## src/rtl/mptr_bank.sv

```systemverilog
// Bank of NPTR address pointers with post-modify, upper-half load and
// optional circular (base/limit) wrapping per pointer.
module mptr_bank #(
   parameter  int WIDTH = 16,
   parameter  int OFFW  = 12,
   parameter  int NPTR  = 4,
   localparam int SELW  = (NPTR > 1) ? $clog2(NPTR) : 1
) (
   input  logic             clk,
   input  logic             reset,
   input  logic [WIDTH-1:0] din,
   input  logic [SELW-1:0]  sel,
   input  logic [OFFW-1:0]  offsetin,
   input  logic             write,
   input  logic             writeu,
   input  logic             write_base,
   input  logic             write_limit,
   input  logic             write_mode,
   input  logic             read_abus,
   input  logic             read_abusplus,
   input  logic             read_dbus,
   output logic [WIDTH-1:0] abus_out,
   output logic [WIDTH-1:0] dbus_out,
   output logic             wrapped,
   output logic             sel_err
);

   localparam int HALF = WIDTH / 2;
   localparam logic [SELW:0] NPTR_L = (SELW+1)'(NPTR);

   logic [WIDTH-1:0] ptr_all_s   [NPTR];
   logic [WIDTH-1:0] base_all_s  [NPTR];
   logic [WIDTH-1:0] limit_all_s [NPTR];
   logic [NPTR-1:0]  wen_all_s;

   logic [SELW:0]    sel_ext_s;
   logic             sel_ok_s;
   logic [WIDTH-1:0] p_s;
   logic [WIDTH-1:0] base_sel_s;
   logic [WIDTH-1:0] limit_sel_s;
   logic             wen_sel_s;

   logic [WIDTH-1:0] s_s;
   logic             s_zero_s;
   logic             s_neg_s;
   logic [WIDTH-1:0] sum_s;
   logic [WIDTH:0]   sum_up_s;
   logic [WIDTH:0]   sum_dn_s;
   logic             over_s;
   logic             under_s;
   logic             inverted_s;

   logic [WIDTH-1:0] next_s;
   logic             wrap_hit_s;
   logic [WIDTH-1:0] ptr_new_s;
   logic             ptr_ld_s;
   logic             wrap_set_s;
   logic             wrapped_r;

   assign sel_ext_s = {1'b0, sel};
   assign sel_ok_s  = (sel_ext_s < NPTR_L);
   assign sel_err   = ~sel_ok_s;

   // View of the selected pointer's state; an out-of-range select reads as zero.
   always_comb begin
      p_s         = '0;
      base_sel_s  = '0;
      limit_sel_s = '0;
      wen_sel_s   = 1'b0;
      if (sel_ok_s) begin
         p_s         = ptr_all_s[sel];
         base_sel_s  = base_all_s[sel];
         limit_sel_s = limit_all_s[sel];
         wen_sel_s   = wen_all_s[sel];
      end else begin
         p_s         = '0;
         base_sel_s  = '0;
         limit_sel_s = '0;
         wen_sel_s   = 1'b0;
      end
   end

   assign s_s      = WIDTH'($signed(offsetin));
   assign s_zero_s = (offsetin == '0);
   assign s_neg_s  = offsetin[OFFW-1];
   assign sum_s    = p_s + s_s;

   // Wrap tests use one extra bit so carries and borrows past the bus width still count.
   assign sum_up_s   = {1'b0, p_s} + {1'b0, s_s};
   assign sum_dn_s   = {1'b0, p_s} + {s_s[WIDTH-1], s_s};
   assign over_s     = (sum_up_s > {1'b0, limit_sel_s});
   assign under_s    = ($signed(sum_dn_s) < $signed({1'b0, base_sel_s}));
   assign inverted_s = (base_sel_s > limit_sel_s);

   // Post-modify value with optional circular substitution.
   always_comb begin
      next_s     = sum_s;
      wrap_hit_s = 1'b0;
      if (!wen_sel_s) begin
         next_s = sum_s;
      end else if (s_zero_s) begin
         next_s = p_s;
      end else if (!s_neg_s) begin
         if (inverted_s || over_s) begin
            next_s     = base_sel_s;
            wrap_hit_s = 1'b1;
         end else begin
            next_s = sum_s;
         end
      end else begin
         if (inverted_s || under_s) begin
            next_s     = limit_sel_s;
            wrap_hit_s = 1'b1;
         end else begin
            next_s = sum_s;
         end
      end
   end

   // Prioritised pointer update for the selected entry.
   always_comb begin
      ptr_new_s  = p_s;
      ptr_ld_s   = 1'b0;
      wrap_set_s = 1'b0;
      if (!sel_ok_s) begin
         ptr_ld_s = 1'b0;
      end else if (write) begin
         ptr_new_s = din;
         ptr_ld_s  = 1'b1;
      end else if (writeu) begin
         ptr_new_s = {din[WIDTH-1:HALF], p_s[HALF-1:0]};
         ptr_ld_s  = 1'b1;
      end else if (read_abus) begin
         ptr_new_s  = next_s;
         ptr_ld_s   = 1'b1;
         wrap_set_s = wrap_hit_s;
      end else begin
         ptr_ld_s = 1'b0;
      end
   end

   // Bus drivers show pre-edge contents only.
   always_comb begin
      abus_out = '0;
      dbus_out = '0;
      if (!sel_ok_s) begin
         abus_out = '0;
      end else if (read_abus) begin
         abus_out = p_s;
      end else if (read_abusplus) begin
         abus_out = sum_s;
      end else begin
         abus_out = '0;
      end
      if (sel_ok_s && read_dbus) begin
         dbus_out = p_s;
      end else begin
         dbus_out = '0;
      end
   end

   for (genvar i = 0; i < NPTR; i++) begin : g_ptr
      localparam logic [SELW:0] IDX = (SELW+1)'(i);
      logic [WIDTH-1:0] ptr_r;
      logic [WIDTH-1:0] base_r;
      logic [WIDTH-1:0] limit_r;
      logic             wen_r;
      logic             hit_s;

      assign hit_s = sel_ok_s && (sel_ext_s == IDX);

      // Per-pointer state; only the selected entry can change.
      always_ff @(posedge clk or posedge reset) begin
         if (reset) begin
            ptr_r   <= '0;
            base_r  <= '0;
            limit_r <= '1;
            wen_r   <= 1'b0;
         end else begin
            if (hit_s && ptr_ld_s) begin
               ptr_r <= ptr_new_s;
            end
            if (hit_s && write_base) begin
               base_r <= din;
            end
            if (hit_s && write_limit) begin
               limit_r <= din;
            end
            if (hit_s && write_mode) begin
               wen_r <= din[0];
            end
         end
      end

      assign ptr_all_s[i]   = ptr_r;
      assign base_all_s[i]  = base_r;
      assign limit_all_s[i] = limit_r;
      assign wen_all_s[i]   = wen_r;
   end

   // One-cycle wrap indication.
   always_ff @(posedge clk or posedge reset) begin
      if (reset) begin
         wrapped_r <= 1'b0;
      end else begin
         wrapped_r <= wrap_set_s;
      end
   end

   assign wrapped = wrapped_r;

endmodule

```

## config.mk

```make
export PLATFORM = sky130hd
export DESIGN_NAME = mptr_bank
export DESIGN_NICKNAME = d
export VERILOG_FILES = /design/src/rtl/mptr_bank.sv
export SDC_FILE = /design/constraint.sdc
export NUM_CORES = 1
export LEC_CHECK = 0
export ABC_AREA = 0
export BUFFER_PORTS_ARGS = -buffer_cell sky130_fd_sc_hd__buf_4
export CORE_MARGIN = 2
export CORE_UTILIZATION = 54
export DETAILED_ROUTE_END_ITERATION = 8
export GPL_ROUTABILITY_DRIVEN = 0
export PLACE_DENSITY_LB_ADDON = 0.08
export SLEW_MARGIN = 20
export SYNTH_ARGS = -nofsm -noshare
export SYNTH_HDL_FRONTEND = slang
export SYNTH_SLANG_ARGS = --single-unit
```

## constraint.sdc

```tcl
create_clock -name clk -period 14.5 [get_ports clk]
set_input_delay 0.725 -clock clk [delete_from_list [all_inputs] [get_ports clk]]
set_output_delay 0.725 -clock clk [all_outputs]
set_load 0.01 [all_outputs]
```

==> results of run 1 <==
layer usage:
metal  global-route usage, %  up-vias
met5                       0        -
met4                    10.0        0
met1                    40.9     4364
li1                        -     3983
met2                    44.3      334
met3                    3.95       43
flip-flops by register name, summed over array words and instances, names as in the netlist:
name           cells
g_ptr.wen_r        4
g_ptr.base_r      64
g_ptr.ptr_r       64
g_ptr.limit_r     64
wrapped            1
kinds of logic after synthesis:
| group | synth area share (%) |
|---|---|
| AND/OR/NAND/NOR | 9.98 |
| multiplexers | 22.8 |
| buffers and inverters | 3.30 |
| XOR/XNOR | 0.969 |
| other | 0.0319 |
| adder cells (fa/ha/maj) | 6.88 |
| AO/OA/AOI/OAI | 13.4 |
| flip-flops | 42.7 |
cell usage after synthesis (8+ instances only):
master,instances,area [sq um]
nor2_1,55,206
o21ai_0,71,355
dfstp_2,64,1680
nand3_1,11,55.1
a22o_1,16,140
nand2_1,96,360
a21oi_1,47,235
a21o_1,8,60.1
buf_2,13,65.1
nor2b_1,10,62.6
mux2_2,147,1660
inv_1,36,135
ha_1,63,788
nor3_1,16,80.1
mux2i_1,8,80.1
o21a_1,8,60.1
mux4_2,42,946
and2_1,22,138
a221oi_1,12,105
clkbuf_1,38,143
nand4_1,10,62.6
a31oi_1,11,68.8
dfrtp_1,133,3330
layout make-up:
type | count | area [sq um]
sequential | 197 | 5010
fill | 1730 | 8120
inverter | 36 | 143
timing repair buffer | 77 | 578
clock inverter | 14 | 180
multi-input combinational | 760 | 6350
clock buffer | 18 | 429
tap | 275 | 344
worst register-to-register path: cells and delay by family, from the launching register on:
family,cells,cell delay [ns]
adder cells (fa/ha/maj),3,0.97
AO/OA/AOI/OAI,11,3.36
flip-flops,1,0.39
AND/OR/NAND/NOR,3,0.76
multiplexers,1,0.55
power groups by stage:
stage	logic [mW]	registers, mW	clock network [mW]
after floorplan	0.627	0.736	0
after global placement	0.850	0.752	0
after detailed placement	0.866	0.756	0
after CTS	0.870	0.747	0.503
after global routing	0.969	0.762	0.523
final	0.882	0.747	0.495
per-stage QoR:
stage                     setup slack (ns)  cell area, sq um  hold WS [ns]  util, %  total power, mW
after floorplan                       8.11             11700         0.445        -             1.36
after global placement                7.69             12400         0.457     58.7             1.60
after detailed placement              7.52             12400         0.466     58.7             1.62
after CTS                             7.93             13000         0.483     61.6             2.12
after global routing                  7.45             13000         0.498     61.6             2.25
final                                 7.80             13000         0.445     61.6             2.12
path summary, 6_finish.rpt:
path | from | end | slack (ns) | cells past startpoint
min | reset | g_ptr[2].base_r[4] | 0.45 | 2
max reg2reg | g_ptr[3].ptr_r[0] | g_ptr[0].ptr_r[9] | 8.31 | 18
max | sel[1] | g_ptr[0].ptr_r[9] | 7.80 | 18
min reg2reg | g_ptr[3].ptr_r[1] | g_ptr[3].ptr_r[1] | 0.48 | 2
max in group asynchronous | reset | g_ptr[1].ptr_r[0] | 12.58 | 3
min in group clk | g_ptr[3].ptr_r[1] | g_ptr[3].ptr_r[1] | 0.48 | 2
cell usage in the layout (no fill, tap or decap), types with 8 or more instances in the layout:
cell type and n:
buf_4 77, and2_1 22, a22o_1 16, mux4_2 42, clkbuf_16 17, nor2_1 55
o21a_1 8, mux2i_1 8, inv_1 35, a221oi_1 12, nand3_1 11, dfrtp_1 133
nand4_1 10, a21o_1 8, ha_1 63, a21oi_1 47, nand2_1 96, a31oi_1 11
nor3_1 16, o21ai_0 71, nor2b_1 10, dfstp_2 64, mux2_2 147
==> qor.csv, run 1 <==
metric,value,unit
cp_max_fo,31,
p_switching,0.805,mW
cts-root-buf,clkbuf_16,
synth_ff_type,dfrtp_1,
clkTransAtPathRegs,0.08,ns
synthesis.area,11700,sq um
netlist-cell-type-count,65,
ys_ff_latch,197,
crit_family,compound AO/OA/AOI/OAI gates,
io_pins,74,
grt_setup_unrepaired,false,
finalNetCount,1193,
drive_gt1_share,34.1,%
tns,0,ns
die_w,151,um
drt_iter0_markers,737,
tightest_slew,1.05,ns
antenna_found_initial,0,
synth-edff-count,0,
relSlewSlack,30.1,%
finalHoldViolCount,0,
postSynthCellCount,1053,
synth_seq_area_share,42.7,%
combPwrFrac,41.5,%
path_cells,"buf_4, buf_4, mux4_2, ha_1, a21oi_1, o21ai_1, o21bai_1, or4_1, nand4_1, ha_1, a2111oi_0, o21ai_0, o32ai_1, nor3_1, o21ba_2, a221o_1, a222oi_1, o21ai_0",
initial_core_util,55.5,%
p_leak,5.58,nW
cp_data_required_time,14.78,ns
hp-class,input pin to asynchronous set/reset pin,
dr_wl_met3,2070,um
routed_via_density,6.34,
async_reset_ff_share,100,%
routed.top_layer,met4,
fin_crit_sh,46.2,%
wl_per_cell,22.4,um
grt_pass1_wl,48800,um
cp-start-kind,input pin,
cts_tree,built,
met1Wirelength,13800,um
sw_frac_of_total,37.9,%
syn_nets,1157,
pwr-share-seq,35.2,%
track_usage,28.4,%
peakVddDrop,89.0,uV
yosysWarnings,0,
cts.path.max_buffers,2,
fp.dieArea,22900,sq um
dp_hpwl,22200,um
final_antenna_net_count,0,
overflow,0,
stdcell_count,1377,
syn_area_per_cell,11.2,sq um
drv_cap,0,
period_minus_slack,6.70,ns
post_cts_buffers,0,
end_kind,register,
met2_length,14200,um
status,completed,
cts.sinks,197,
clkPwrFrac,23.3,%
htreeDepth,4,
finalClockSkew,0.0136,ns
antenna-diode-count,0,
clock.fmax,149,MHz
core_area,21200,sq um
port_buffers,72,
worst_ep_arrival_time,6.99,ns
die_y,151,um
wl,30900,um
setup_viol,0,
cp_slowest_cell,mux4_2,
grt_pass1_vias,8488,
drc,0,
power_density,163,nW/um^2
grt_max_degree,124,
p_int,1.32,mW
crit_type,input pin to register,
first_pass_iters,6,
hold_buffers,0,
fp-row-count,53,
vias,8724,
dp_cells,1345,
slew_violations,0,
slowest_delay,0.66,ns
area.growth.synth_to_final,11.0,%
cp_num_buf_inv,2,
cts_resized,0,
insertion_delay,0.44,ns
cts_buffers,17,
(Power assumes the default switching activity.)
==> inputs of run 2 (changes only) <==
==> constraint.sdc (replaced) <==
create_clock -name clk -period 5.4 [get_ports clk]
set_input_delay 0.27 -clock clk [delete_from_list [all_inputs] [get_ports clk]]
set_output_delay 0.27 -clock clk [all_outputs]
set_load 0.01 [all_outputs]
==> run 2 against run 1 <==
  * Routed wire length increased by 4.2%
  * Register-to-register slack got worse by 8.3 ns
  * Largest power group unchanged
  * Die area unchanged
  * Final cell count grew 4.9%
  * Highest routed layer unchanged
  * Global-route usage rose by 0.85 points
  * Core utilization up 3.4 points
  * Design area rose by 5.6%
  * Critical path depth increased by 1
  * Clock power grew to 2.6 times the previous value
  * Worst setup slack got worse by 7.8 ns
==> qor.csv, run 2 (synthesized netlist as in run 1, its figures left out) <==
metric,value,unit,change
status,completed,,
cp_data_required_time,5.71,ns,-9.07 ns
area.growth.synth_to_final,17.1,%,
path_cells,"mux4_2, ha_4, fa_2, a211oi_4, o21ai_2, a21oi_2, o21bai_2, or4_1, nand4_1, ha_1, a2111oi_2, o21ai_1, o32ai_2, nor3_2, o21ba_2, a221o_1, a222oi_1, buf_4, o21ai_0",,
slowest_delay,0.54,ns,-0.12 ns
fin_area,13800,sq um,+5.6%
hp-class,input pin to asynchronous set/reset pin,,
die_y,151,um,unchanged
htreeDepth,4,,unchanged
fill_cells,1660,,-4.0%
finalClockSkew,0.0116,ns,-0.00202 ns
worst_ep_arrival_time,5.68,ns,-1.31 ns
die_w,151,um,unchanged
power_density,450,nW/um^2,+180%
cts.sinks,197,,unchanged
peakVddDrop,235,uV,+160%
drt_iter0_markers,829,,+12%
drv_cap,0,,unchanged
fp-row-count,53,,unchanged
cp_max_fo,4,,-87%
overflow,0,,unchanged
cp_slowest_cell,mux4_2,,
setup_ws,0.0300,ns,-7.77 ns
grt_pass1_wl,50500,um,+3.5%
port_buffers,72,,unchanged
dp_cells,1399,,+4.0%
antenna_found_initial,0,,unchanged
placed_cell_area,12900,sq um,+3.7%
first_pass_iters,5,,-1
relSlewSlack,24.9,%,-5.3 points
finalHoldViolCount,0,,unchanged
stdcell_count,1444,,+4.9%
grt_setup_unrepaired,true,,
insertion_delay,0.45,ns,about the same
final_antenna_net_count,0,,unchanged
tns,0,ns,unchanged
cts_buffers,17,,unchanged
grt_pass1_vias,8926,,+5.2%
antenna-diode-count,0,,unchanged
tightest_slew,1.12,ns,+0.0791 ns
fp.dieArea,22900,sq um,unchanged
io_pins,74,,unchanged
finalNetCount,1260,,+5.6%
clkTransAtPathRegs,0.08,ns,about the same
grt_max_degree,136,,+9.7%
vias,9161,,+5.0%
wl,32200,um,+4.2%
p_leak,5.94,nW,+6.5%
crit_type,register to register,,
layout_commonest_cell,mux2_2,,
post-route-util,65.0,%,+3.4 points
initial_core_util,55.5,%,unchanged
seq_area,5010,sq um,unchanged
cp-start-kind,register,,
drc,0,,unchanged
slew_violations,0,,unchanged
core_area,21200,sq um,unchanged
final_cell_mix,"147 x mux2_2, 141 x buf_4, 133 x dfrtp_1, 96 x nand2_1, 64 x dfstp_2",,
drive_gt1_share,40.1,%,+6.0 points
period_minus_slack,5.37,ns,
end_kind,register,,
dp_hpwl,23600,um,+6.3%
fin_crit_sh,99.4,%,
cts-root-buf,clkbuf_16,,
setup_viol,0,,unchanged
place_ws,-0.336,ns,-7.86 ns
multiInputGateArea,6550,sq um,+3.2%
top_regs,"g_ptr.base_r (64), g_ptr.limit_r (64), g_ptr.ptr_r (64)",,
hold_buffers,0,,unchanged
wl_per_cell,22.3,um,-0.62%
clock.fmax,186,MHz,
routed_via_density,6.34,,+0.14%
cts_tree,built,,
cts.path.max_buffers,2,,unchanged
track_usage,29.2,%,+0.85 points
run 2: changes by cell type in the layout (fill, tap and decap cells not counted), sizes merged:
cell	before	now
clkbuf	18	17
clkinv	4	7
buf	77	144
inv	44	41
clkinvlp	1	2
run 2: through the flow:
step / hold slack (ns) / power, mW
CTS: 0.0915 / 6.02
finish: 0.0611 / 6.19
global route: 0.127 / 6.55
floorplan: 0.421 / 3.70
detailed placement: 0.469 / 4.62
global placement: 0.458 / 4.57
run 2: cell type report:
class                   count  area share [%]
inverters                  36            1.01
multi-input cells         760            47.6
clock inverters            15            1.32
clock buffers              17            3.09
well taps                 275            2.50
flip-flops and latches    197            36.4
repair buffers            144            8.07
run 2: routing by layer:
layer | share of wire (%) | vias up | track usage, % | wire [um]
met5 | 0 | - | 0 | 0
met4 | 3.0 | 0 | 10.2 | 968
li1 | - | 4128 | - | -
met2 | 45 | 395 | 44.6 | 14500
met1 | 45 | 4584 | 43.2 | 14400
met3 | 7.2 | 54 | 3.77 | 2330
run 2: where the power goes:
| group | internal [mW] | switching, mW | total, mW |
|---|---|---|---|
| Combinational | 1.34 | 1.54 | 2.89 |
| Sequential | 1.85 | 0.153 | 2.00 |
| Clock | 0.664 | 0.634 | 1.30 |
run 2: what timing repair did:
item,in CTS,in global routing
pin swaps,14,14
gates resized for setup,10,28
setup endpoints to repair,4,59
buffers inserted,5,8
run 2: critical path, delay by kind of cell (launching register included):
family	cells	cell delay (ns)
DFF	1	0.38
muxes	1	0.54
buffers and inverters	1	0.24
AOI/OAI and AO/OA	11	2.58
adders and majority gates	3	0.85
and+or+nand+nor	3	0.62
run 2: path summary, 6_finish.rpt:
path	startpoint	to	slack, ns	cells past startpoint
setup / recovery	g_ptr[3].ptr_r[0]	g_ptr[2].ptr_r[9]	0.03	19
hold / removal	reset	g_ptr[1].base_r[6]	0.06	3
setup reg to reg	g_ptr[3].ptr_r[0]	g_ptr[2].ptr_r[9]	0.03	19
hold reg to reg	g_ptr[1].ptr_r[9]	g_ptr[1].ptr_r[9]	0.48	2
max in group asynchronous	reset	g_ptr[2].ptr_r[11]	4.14	4
min in group clk	din[5]	g_ptr[1].base_r[5]	0.12	2
==> inputs of run 3 (changes only) <==
==> constraint.sdc (replaced) <==
create_clock -name clk -period 4.55 [get_ports clk]
set_input_delay 0.2275 -clock clk [delete_from_list [all_inputs] [get_ports clk]]
set_output_delay 0.2275 -clock clk [all_outputs]
set_load 0.01 [all_outputs]
==> run 3 against run 2 <==
  * The run now ends with hold timing, setup timing left
  * Power is 30% higher
  * Design area is 7.7% higher
  * Final cell count is 5.6% higher
  * Fmax is 3.4% higher
  * Register-to-register slack worse by 0.67 ns
  * Hold slack worse by 0.073 ns
  * Via count is 3.8% higher
  * Routed wire length is 8.7% higher
  * Worst setup slack worse by 0.67 ns
  * Largest cell class unchanged
==> qor.csv, run 3 (synthesized netlist as in run 1, its figures left out) <==
metric,value,unit,change
slowest_delay,0.54,ns,about the same
core_area,21200,sq um,unchanged
p_switching,3.06,mW,+31%
initial_core_util,55.5,%,unchanged
vias,9506,,+3.8%
htreeDepth,4,,unchanged
final_antenna_net_count,0,,unchanged
setup_viol,65,,+65
peakVddDrop,329,uV,+40%
period_minus_slack,5.19,ns,-0.176 ns
r2r-start,g_ptr[3].ptr_r[0],,
p_int,4.98,mW,+29%
fin_area,14800,sq um,+7.7%
fin_crit_sh,114,%,+15 points
drv_cap,0,,unchanged
stdcell_count,1525,,+5.6%
tightest_slew,1.12,ns,-0.00144 ns
port_buffers,72,,unchanged
dp_hpwl,24900,um,+5.5%
combPwrFrac,51.4,%,+4.8 points
io_pins,74,,unchanged
fp.dieArea,22900,sq um,unchanged
worst_ep_arrival_time,5.50,ns,-0.18 ns
cp_data_required_time,4.85,ns,-0.86 ns
cts-root-buf,clkbuf_16,,
drc,0,,unchanged
timing.rr.end,g_ptr[2].ptr_r[11],,
cts.sinks,197,,unchanged
grt_max_degree,128,,-5.9%
finalClockSkew,0.0138,ns,+0.00222 ns
hp-class,input pin to asynchronous set/reset pin,,
crit_family,compound AO/OA/AOI/OAI gates,,
antenna_found_initial,0,,unchanged
violations,"hold timing, setup timing",,
drive_gt1_share,48.2,%,+8.1 points
cp_max_fo,10,,+6
slew_violations,0,,unchanged
area.growth.synth_to_final,26.2,%,
status,finished with violations,,
sw_frac_of_total,38.0,%,+0.40 points
track_usage,31.2,%,+2.0 points
pwr-share-seq,29.7,%,-2.7 points
overflow,0,,unchanged
place_ws,-0.841,ns,-0.504 ns
placed_cell_area,13600,sq um,+5.2%
power_density,542,nW/um^2,+21%
insertion_delay,0.44,ns,about the same
p_leak,6.43,nW,+8.3%
reg2regPathDepth,20,,+1
cp-start-kind,register,,
grt_setup_unrepaired,true,,
fp-row-count,53,,unchanged
r2r_slack,-0.64,ns,-0.67 ns
cts_tree,built,,
finalNetCount,1341,,+6.4%
die_y,151,um,unchanged
end_kind,register,,
relSlewSlack,25.0,%,+0.096 points
antenna-diode-count,0,,unchanged
setup_ws,-0.644,ns,-0.674 ns
cp_slowest_cell,mux4_2,,
final_cell_mix,"214 x buf_4, 143 x mux2_2, 133 x dfrtp_1, 95 x nand2_1, 64 x dfstp_2",,
grt_pass1_vias,9597,,+7.5%
wl,35000,um,+8.7%
crit_type,register to register,,
grt_pass1_wl,53700,um,+6.3%
cp_num_buf_inv,3,,+2
clock.fmax,193,MHz,+3.4%
path_cells,"mux4_2, ha_4, fa_2, a211oi_4, o21ai_4, a21oi_2, o21bai_2, or4_1, nand4_1, ha_1, a2111oi_4, o21ai_2, o32ai_4, o31ai_1, buf_4, buf_6, o32a_1, o211ai_1, buf_4, a21oi_2",,
clkPwrFrac,18.9,%,-2.1 points
top_regs,"g_ptr.base_r (64), g_ptr.limit_r (64), g_ptr.ptr_r (64)",,
layout_commonest_cell,buf_4,,
fin_hold_ws,-0.0123,ns,-0.0734 ns
drt_iter0_markers,868,,+4.7%
routed_via_density,6.23,,-1.7%
wl_per_cell,23.0,um,+2.9%
first_pass_iters,7,,+2
die_w,151,um,unchanged
finalHoldViolCount,14,,+14
dp_cells,1474,,+5.4%
cts_buffers,17,,unchanged
fill_cells,1563,,-5.8%
cts.path.max_buffers,2,,unchanged
clkTransAtPathRegs,0.08,ns,about the same
run 3: cell count changes in the layout (fill, tap and decap cells not counted), moves of 8 or more:
cell,change
a21oi_1,-15
a21oi_2,+15
buf_4,+73
buf_6,+8
o21ai_0,-39
o21ai_1,+24
o21ai_2,+13
run 3: worst min-delay path: stages:
cell        delay, ns
buf_4            0.12
clkinvlp_4       0.08
buf_12           0.45
run 3: cell type report:
| cell class | count | area [sq um] | share of cell area, % |
|---|---|---|---|
| Timing Repair Buffer | 225 | 1740 | 11.8 |
| Clock inverter | 13 | 134 | 0.903 |
| Sequential cell | 197 | 5010 | 33.8 |
| Inverter | 36 | 139 | 0.937 |
| Tap cell | 275 | 344 | 2.32 |
| Clock buffer | 19 | 443 | 2.99 |
| Multi-Input combinational cell | 760 | 7010 | 47.3 |
run 3: what timing repair did:
action	in CTS	in global routing
hold buffers	0	0
pin swaps	42	37
setup buffers	10	11
gates resized for setup	71	69
cloned	0	0
setup endpoints to repair	65	65
run 3: per-layer routing:
layer / GRT usage (%) / up-vias / routed length (um)
met4: 10.3 / 0 / 1160
met3: 5.54 / 85 / 2420
met1: 43.8 / 4731 / 15300
met2: 49.3 / 407 / 16100
li1: - / 4283 / -
met5: 0 / - / 0
run 3: stage by stage:
stage | utilization [%] | setup TNS, ns | total power, mW
finish | 70.1 | -31.60 | 8.04
global route | 70.1 | -41.67 | 8.49
CTS | 68.2 | -33.13 | 7.63
detailed placement | 64.1 | -48.50 | 5.89
global placement | 64.1 | -41.97 | 5.80
floorplan | - | -19.65 | 4.49
run 3: power groups by stage:
stage / clock (mW) / combinational [mW] / sequential [mW]
after detailed placement: 0 / 3.47 / 2.41
final: 1.52 / 4.13 / 2.39
after CTS: 1.54 / 3.71 / 2.38
after global routing: 1.61 / 4.45 / 2.43
after floorplan: 0 / 2.15 / 2.35
after global placement: 0 / 3.40 / 2.40
run 3: worst max path at each step:
stage / startpoint / slack [ns] / cells after the start / end
2_1_floorplan: sel[1] / -0.54 / 21 / g_ptr[0].ptr_r[9]
3_5_place_dp: sel[1] / -0.84 / 22 / g_ptr[0].ptr_r[9]
6_report: g_ptr[3].ptr_r[0] / -0.64 / 20 / g_ptr[2].ptr_r[11]
3_3_place_gp: sel[1] / -0.77 / 20 / g_ptr[1].ptr_r[5]
4_1_cts: g_ptr[3].ptr_r[0] / -0.62 / 20 / g_ptr[3].ptr_r[12]
5_1_grt: g_ptr[3].ptr_r[0] / -0.79 / 20 / g_ptr[2].ptr_r[11]
